**src/rtl/instruction_fetch_queue.sv**
```systemverilog
`default_nettype none
// ============================================================================
// Module   : instruction_fetch_queue
// Brief    : RV32I fetch front end - fetch PC, combinational imem access and
//            a small PC/instruction FIFO feeding decode over valid/ready.
// Revision : 1.0 - initial release
// ============================================================================
module instruction_fetch_queue #(
    parameter logic [31:0] RESET_PC = 32'h0000_0000,
    parameter int          DEPTH    = 2
) (
    input  logic        clk,
    input  logic        reset,
    output logic [31:0] imem_addr,
    input  logic [31:0] imem_instruction,
    input  logic        redirect_valid,
    input  logic [31:0] redirect_pc,
    output logic        out_valid,
    input  logic        out_ready,
    output logic [31:0] out_instruction,
    output logic [31:0] out_pc,
    output logic        out_misaligned
);

    localparam int              PTR_W   = $clog2(DEPTH);
    localparam int              CNT_W   = $clog2(DEPTH + 1);
    localparam logic [CNT_W-1:0] DEPTH_C = CNT_W'(DEPTH);
    localparam logic [PTR_W-1:0] PTR_ONE = PTR_W'(1);
    localparam logic [CNT_W-1:0] CNT_ONE = CNT_W'(1);
    localparam logic [31:0]      NOP     = 32'h0000_0013;

    logic [31:0]      fetch_pc;
    logic             halted;
    logic             marker_pending;
    logic [PTR_W-1:0] rd_ptr;
    logic [PTR_W-1:0] wr_ptr;
    logic [CNT_W-1:0] count;

    logic [31:0] entry_pc    [DEPTH];
    logic [31:0] entry_instr [DEPTH];
    logic        entry_mis   [DEPTH];

    logic pop;
    logic space;
    logic do_push;
    logic push_marker;

    always_comb begin
        pop         = out_valid & out_ready;
        space       = (count < DEPTH_C) | pop;
        // A halted fetch unit may still owe exactly one misaligned marker.
        push_marker = halted & marker_pending;
        do_push     = ~redirect_valid & space & (~halted | marker_pending);
    end

    assign imem_addr = {fetch_pc[31:2], 2'b00};

    always_ff @(posedge clk) begin
        if (reset) begin
            fetch_pc       <= RESET_PC;
            halted         <= 1'b0;
            marker_pending <= 1'b0;
            rd_ptr         <= '0;
            wr_ptr         <= '0;
            count          <= '0;
        end else if (redirect_valid) begin
            fetch_pc       <= redirect_pc;
            halted         <= |redirect_pc[1:0];
            marker_pending <= |redirect_pc[1:0];
            rd_ptr         <= '0;
            wr_ptr         <= '0;
            count          <= '0;
        end else begin
            if (do_push) begin
                wr_ptr <= wr_ptr + PTR_ONE;
                if (push_marker) begin
                    marker_pending <= 1'b0;
                end else begin
                    fetch_pc <= fetch_pc + 32'd4;
                end
            end
            if (pop) begin
                rd_ptr <= rd_ptr + PTR_ONE;
            end
            if (do_push && !pop) begin
                count <= count + CNT_ONE;
            end else if (!do_push && pop) begin
                count <= count - CNT_ONE;
            end
        end
    end

    // Payload storage needs no reset: it is only visible while count != 0.
    always_ff @(posedge clk) begin
        if (!reset && do_push) begin
            entry_pc[wr_ptr]    <= fetch_pc;
            entry_instr[wr_ptr] <= push_marker ? NOP : imem_instruction;
            entry_mis[wr_ptr]   <= push_marker;
        end
    end

    always_comb begin
        out_valid       = (count != '0);
        out_instruction = out_valid ? entry_instr[rd_ptr] : 32'h0;
        out_pc          = out_valid ? entry_pc[rd_ptr]    : 32'h0;
        out_misaligned  = out_valid ? entry_mis[rd_ptr]   : 1'b0;
    end

endmodule
`default_nettype wire

```
**config.mk**
```make
export PLATFORM = sky130hd
export DESIGN_NAME = instruction_fetch_queue
export DESIGN_NICKNAME = d
export VERILOG_FILES = /design/src/rtl/instruction_fetch_queue.sv
export SDC_FILE = /design/constraint.sdc
export NUM_CORES = 1
export LEC_CHECK = 0
export BUFFER_PORTS_ARGS = -buffer_cell sky130_fd_sc_hd__buf_2
export CORE_MARGIN = 3
export CORE_UTILIZATION = 54
export CTS_BUF_LIST = sky130_fd_sc_hd__clkbuf_16
export DETAILED_ROUTE_END_ITERATION = 10
export PLACE_DENSITY = 0.79
export SKIP_LAST_GASP = 1
export SLEW_MARGIN = 10
export SYNTH_ARGS = -nofsm -noshare
export SYNTH_HDL_FRONTEND = slang
export SYNTH_SLANG_ARGS = --single-unit
```
**constraint.sdc**
```tcl
create_clock -name clk -period 8.62 [get_ports clk]
set_input_delay 0.862 -clock clk [delete_from_list [all_inputs] [get_ports clk]]
set_output_delay 0.862 -clock clk [all_outputs]
set_load 0.05 [all_outputs]
```
**Yosys cells after proc, flatten, opt, wreduce, memory -nomap -nowiden**

Memories as Yosys holds them, arrays and structs flattened. A register that Yosys moved wholly into a read port is not among the register bits.
Cells that the tools add are included.

- Logic and storage cells: 58
- Memories kept: 3
- Register bits: 38
- Output and inout bits: 98
- Bits of input ports: 68
- RAM bits: 130

Memory list:

| name | words | bits a word | read ports | clocked after Yosys merged registers in | wr ports | RTL line | text |
|---|---|---|---|---|---|---|---|
| entry_instr | 2 | 32 | 1 | 1 | 1 | 40 | `logic [31:0] entry_instr [DEPTH];` |
| entry_pc | 2 | 32 | 1 | 1 | 1 | 39 | `logic [31:0] entry_pc [DEPTH];` |
| entry_mis | 2 | 1 | 1 | 1 | 1 | 41 | `logic entry_mis [DEPTH];` |

- Bitwise logic cells: 8
- Order comparisons: 1
- Add/sub/neg operators: 5
- Mux-type cells: 20
- Reduce and logical (&&, ||, !) cells: 14
- Equal/unequal tests: 1

Operators with widths:

| operator | count |
|---|---|
| 32-bit two-way mux | 6 |
| 32-bit by 3-bit adder with 32-bit output (second input constant) | 1 |
| 1-bit two-way mux | 12 |
| 2-bit nonzero test | 4 |
| 1-bit bitwise AND | 4 |
| 2-bit two-way mux | 2 |
| 2-bit AND reduction | 2 |
| 2-bit OR reduction | 2 |
| 1-bit logical AND | 3 |
| 1-bit zero test | 3 |
| 1-bit adder (second input constant) | 2 |
| 2-bit by 1-bit adder with 2-bit output (second input constant) | 1 |
| 2-bit less-than comparator (second input constant) | 1 |
| 2-bit != test (second input constant) | 1 |
| 1-bit inverter | 2 |
| 1-bit OR | 2 |
| 2-bit by 1-bit subtractor with 2-bit output (second input constant) | 1 |

**Depth between registers and ports, before layout**

- Word-level depth: 9
- Depth in mapped cells: 9
- Gate-level depth less buffers: 9

**Worst setup path before layout**

Ideal clock, no wire load.

- Kind: in2reg
- From: input port out_ready
- To: memory entry_instr[1][0] (enable)
- Required time: 8039 ps
- Stages: 3
- Setup time: 581 ps
- Path slack: 1991 ps
- Buffers on the path: 0
- Arrival time: 6048 ps
- Cell sequence: nor2b_4 -> or3_1 -> nor3b_1

- Longest elaborated chain between the ends: 7

Ends and longest elaborated chain:

| element | RTL line | text |
|---|---|---|
| start: declaration | 19 | `input logic out_ready,` |
| 1-bit bitwise AND | 49 | `pop = out_valid & out_ready;` |
| 1-bit OR | 50 | `space = (count < DEPTH_C) \| pop;` |
| 1-bit bitwise AND (2 in a row) | 53 | `do_push = ~redirect_valid & space & (~halted \| marker_pending);` |
| 1-bit logical AND | 95 | `if (!reset && do_push) begin` |
| 1-bit two-way mux | 95 |  |
| 1-bit two-way mux | 97 | `entry_instr[wr_ptr] <= push_marker ? NOP : imem_instruction;` |
| end: declaration | 40 |  |

No other way between the ends.

==> impl_metrics.py <==
metrics = {
    "critical_path": {
        "worst_path_dominant_cell_family": "buffers and inverters",
        "slowest_delay_ps": 820,
        "critical_path_class": "reg -> out",
        "worstPathRequired_ps": 7760,
        "worst-path-buf-inv": 2,
        "worstPathCellList": "buf_4 > mux2i_1 > nor2_1 > buf_2",
        "crit_arrival_ps": 2290,
        "crit_slowest_cell": "buf_4",
        "start_kind": "flop",
        "crit_path_max_fanout": 65,
        "end_kind": "output port",
    },
    "floorplanning": {
        "die_h_um": 124,
        "die_x_um": 124,
        "core_mm2": 0.0135,
        "initial_utilization_pct": 56.1,
        "ios": 166,
        "rows": 42,
        "dieArea_mm2": 0.0154,
    },
    "sta": {
        "fin_setup_tns_ps": 0,
        "worst_slack_ps": 5470,
        "maxSlewViolCount": 0,
        "worst_slew_pin_slew_ps": 1100,
        "finalCriticalPeriod_ps": 3150,
        "period_share_pct": 36.5,
        "rsz0062_at_grt": "false",
        "slew_headroom_pct": 26.3,
        "setup_viol": 0,
        "fmax_ghz": 0.317,
        "finalHoldViolCount": 0,
        "fin_skew_ps": 9.12,
    },
    "grt": {
        "antenna_found_initial": 0,
        "grt_pass1_wl_um": 24700,
        "grt_pass1_vias": 4813,
        "gr-total-overflow": 0,
        "track_usage_pct": 20.0,
        "grt_max_degree": 67,
    },
    "clock_tree": {
        "hold_buffers": 0,
        "cts_tree": "done",
        "cts_max_level": 4,
        "clock-sinks": 169,
        "cts_root_buf": "clkbuf_16",
        "cts.path.max_buffers": 2,
        "post_cts_resized": 0,
        "clk_latency_ps": 420,
        "clk_pin_slew_ps": 60,
        "post_cts_buffers": 0,
        "cts_inserted_buffers": 17,
    },
    "logic_synthesis": {
        "synth_area_leaders": "edfxtp_1 (52%), dfxtp_1 (10%), mux2i_1 (9.1%), nor2_1 (4.8%), buf_4 (3.2%)",
        "async_reset_ff_share_pct": 0,
        "synth_area_mm2": 0.00755,
        "synth_cells": 600,
        "ys_seq_area_share_pct": 62.0,
        "ys.flop_type": "edfxtp_1",
        "ys_warn_count": 0,
        "synth_top_area_share_pct": 51.7,
        "synth_area_leader_cell": "edfxtp_1",
        "ys_seq_elements": 169,
        "syn_area_per_cell_um2": 12.6,
        "synth_cell_types": 45,
        "synth_edf_count": 130,
    },
    "route": {
        "first_pass_iters": 5,
        "ant_nets": 0,
        "drc": 0,
        "totalWireLength_um": 15300,
        "wl_per_cell_um": 16.8,
        "via_per_inst": 5.38,
        "drt-initial-drc-count": 454,
        "num_vias": 4911,
    },
    "final_layout": {
        "areaGrowthSynthToFinish_pct": 16.4,
        "fillCellCount": 1045,
        "drive_gt1_share_pct": 30.3,
        "nets": 793,
        "antenna_cells": 0,
    },
    "power_and_ir_drop": {
        "powerDensity_mw_per_mm2": 220,
        "p_leak_uw": 0.00333,
        "vdd_drop_max_uv": 131,
    },
    "place": {
        "hpwl_um": 9980,
        "gp_congestion": 0.806,
        "port_buffers": 163,
        "pre_cts_ws_ps": 5720,
    },
    "hold_path": {
        "hp-class": "reg -> reg",
    },
    "flow_run": {
        "max-cap-violations": 0,
    },
    "outcome": {
        "outcome": "complete, no violations",
    },
}
[layout by cell type (no fill, tap or decap), drive strengths merged]
| master | netlist | layout |
|---|---|---|
| nor3b | 2 | 2 |
| nor4 | 17 | 17 |
| and3 | 5 | 5 |
| and4 | 4 | 4 |
| a21oi | 7 | 7 |
| dfxtp | 39 | 39 |
| a211oi | 17 | 17 |
| a311oi | 2 | 2 |
| nand2 | 22 | 22 |
| nor3 | 18 | 18 |
| o21ai | 4 | 4 |
| clkinvlp | 0 | 6 |
| nor2b | 2 | 2 |
| nand2b | 4 | 4 |
| edfxtp | 130 | 130 |
| xor2 | 6 | 6 |
| clkinv | 1 | 6 |
| inv | 9 | 13 |
| mux2i | 69 | 69 |
| conb | 1 | 2 |
| a2111oi | 1 | 1 |
| nor2 | 97 | 97 |
| xnor2 | 23 | 23 |
| o21a | 1 | 1 |
| nand4 | 4 | 4 |
| clkbuf | 21 | 17 |
| o21bai | 1 | 1 |
| and2 | 30 | 30 |
| or3 | 3 | 3 |
| ha | 2 | 2 |
| buf | 44 | 168 |
| o211ai | 1 | 1 |
| nor4b | 1 | 1 |
| nand3 | 12 | 12 |
[cell usage after synthesis, drive strengths merged, types with 9 or more instances]
| cell type | number |
|---|---|
| nand3 | 12 |
| dfxtp | 39 |
| a211oi | 17 |
| mux2i | 69 |
| nor4 | 17 |
| clkbuf | 21 |
| nand2 | 22 |
| nor3 | 18 |
| and2 | 30 |
| xnor2 | 23 |
| nor2 | 97 |
| buf | 44 |
| inv | 9 |
| edfxtp | 130 |
[per-layer routing]
layer  vias up  routed length (µm)  track usage (%)
met5         -                   0                0
met4         0                 238             6.19
met3        20                 922             5.06
met2       184                7590             32.9
met1      2352                6550             26.3
li1       2355                   -                -
[worst paths after layout]
check / from / cells after the start / to / slack [ps]
setup / recovery: flop / 4 / out_pc[30] / 5470
hold reg to reg: fetch_pc[0]$_SDFFE_PP0P_ / 0 / entry_pc[0][0]$_DFFE_PP_ / 450
hold / removal: fetch_pc[0]$_SDFFE_PP0P_ / 0 / entry_pc[0][0]$_DFFE_PP_ / 450
setup reg to reg: fetch_pc[3]$_SDFFE_PP0P_ / 5 / fetch_pc[18]$_SDFFE_PP0P_ / 6320
[kinds of logic (layout without fill, tap and decap cells)]
kind of cell	Yosys count	count (layout)	share of synthesized area, %
simple gates	221	221	16.1
xor+xnor	29	29	3.36
flops	169	169	62.0
buf+inv	75	210	5.65
other cells	1	2	0.0497
compound gates	34	34	3.28
fa+ha+maj	2	2	0.331
mux	69	69	9.15
[flip-flops by register name, indices dropped and copies added (netlist names), named ones only]
signal / count
halted: 1
marker_pending: 1
entry_mis: 2
rd_ptr: 1
fetch_pc: 32
entry_instr: 64
count: 2
entry_pc: 64
wr_ptr: 1
[power by group]
group / internal, µW / switching [µW] / total, µW / leakage (µW)
sequential: 916 / 26.2 / 942 / 0.00153
clock: 367 / 310 / 677 / 0.000245
combinational: 79.2 / 233 / 312 / 0.00155
[through the flow]
stage | util (%) | area [µm²] | hold WS, ps | total power (µW) | std cells
after floorplan | - | 7550 | 425 | 1200 | 601
after global placement | 61.4 | 8260 | 433 | 1270 | 880
after detailed placement | 61.4 | 8260 | 439 | 1270 | 880
after CTS | 65.3 | 8790 | 453 | 1950 | 912
after global routing | 65.3 | 8790 | 461 | 2000 | 912
final | 65.3 | 8790 | 455 | 1930 | 912
[worst reg2reg max path: stages, from the launching register on]
cell      delay, ps
dfxtp_1         500
ha_1            290
nand3_1         520
nor4_1          530
xnor2_1         140
a211oi_1        230
[layout make-up]
cell class | count | area, µm² | area share, %
Clock buffer | 17 | 425 | 4.84
Clock inverter | 15 | 105 | 1.20
Inverter | 10 | 37.5 | 0.427
Multi-Input combinational cell | 357 | 2460 | 28.0
Sequential cell | 169 | 4690 | 53.3
Tap cell | 176 | 220 | 2.50
Timing Repair Buffer | 168 | 853 | 9.71
Note: power is estimated with default switching activity, not from simulation.
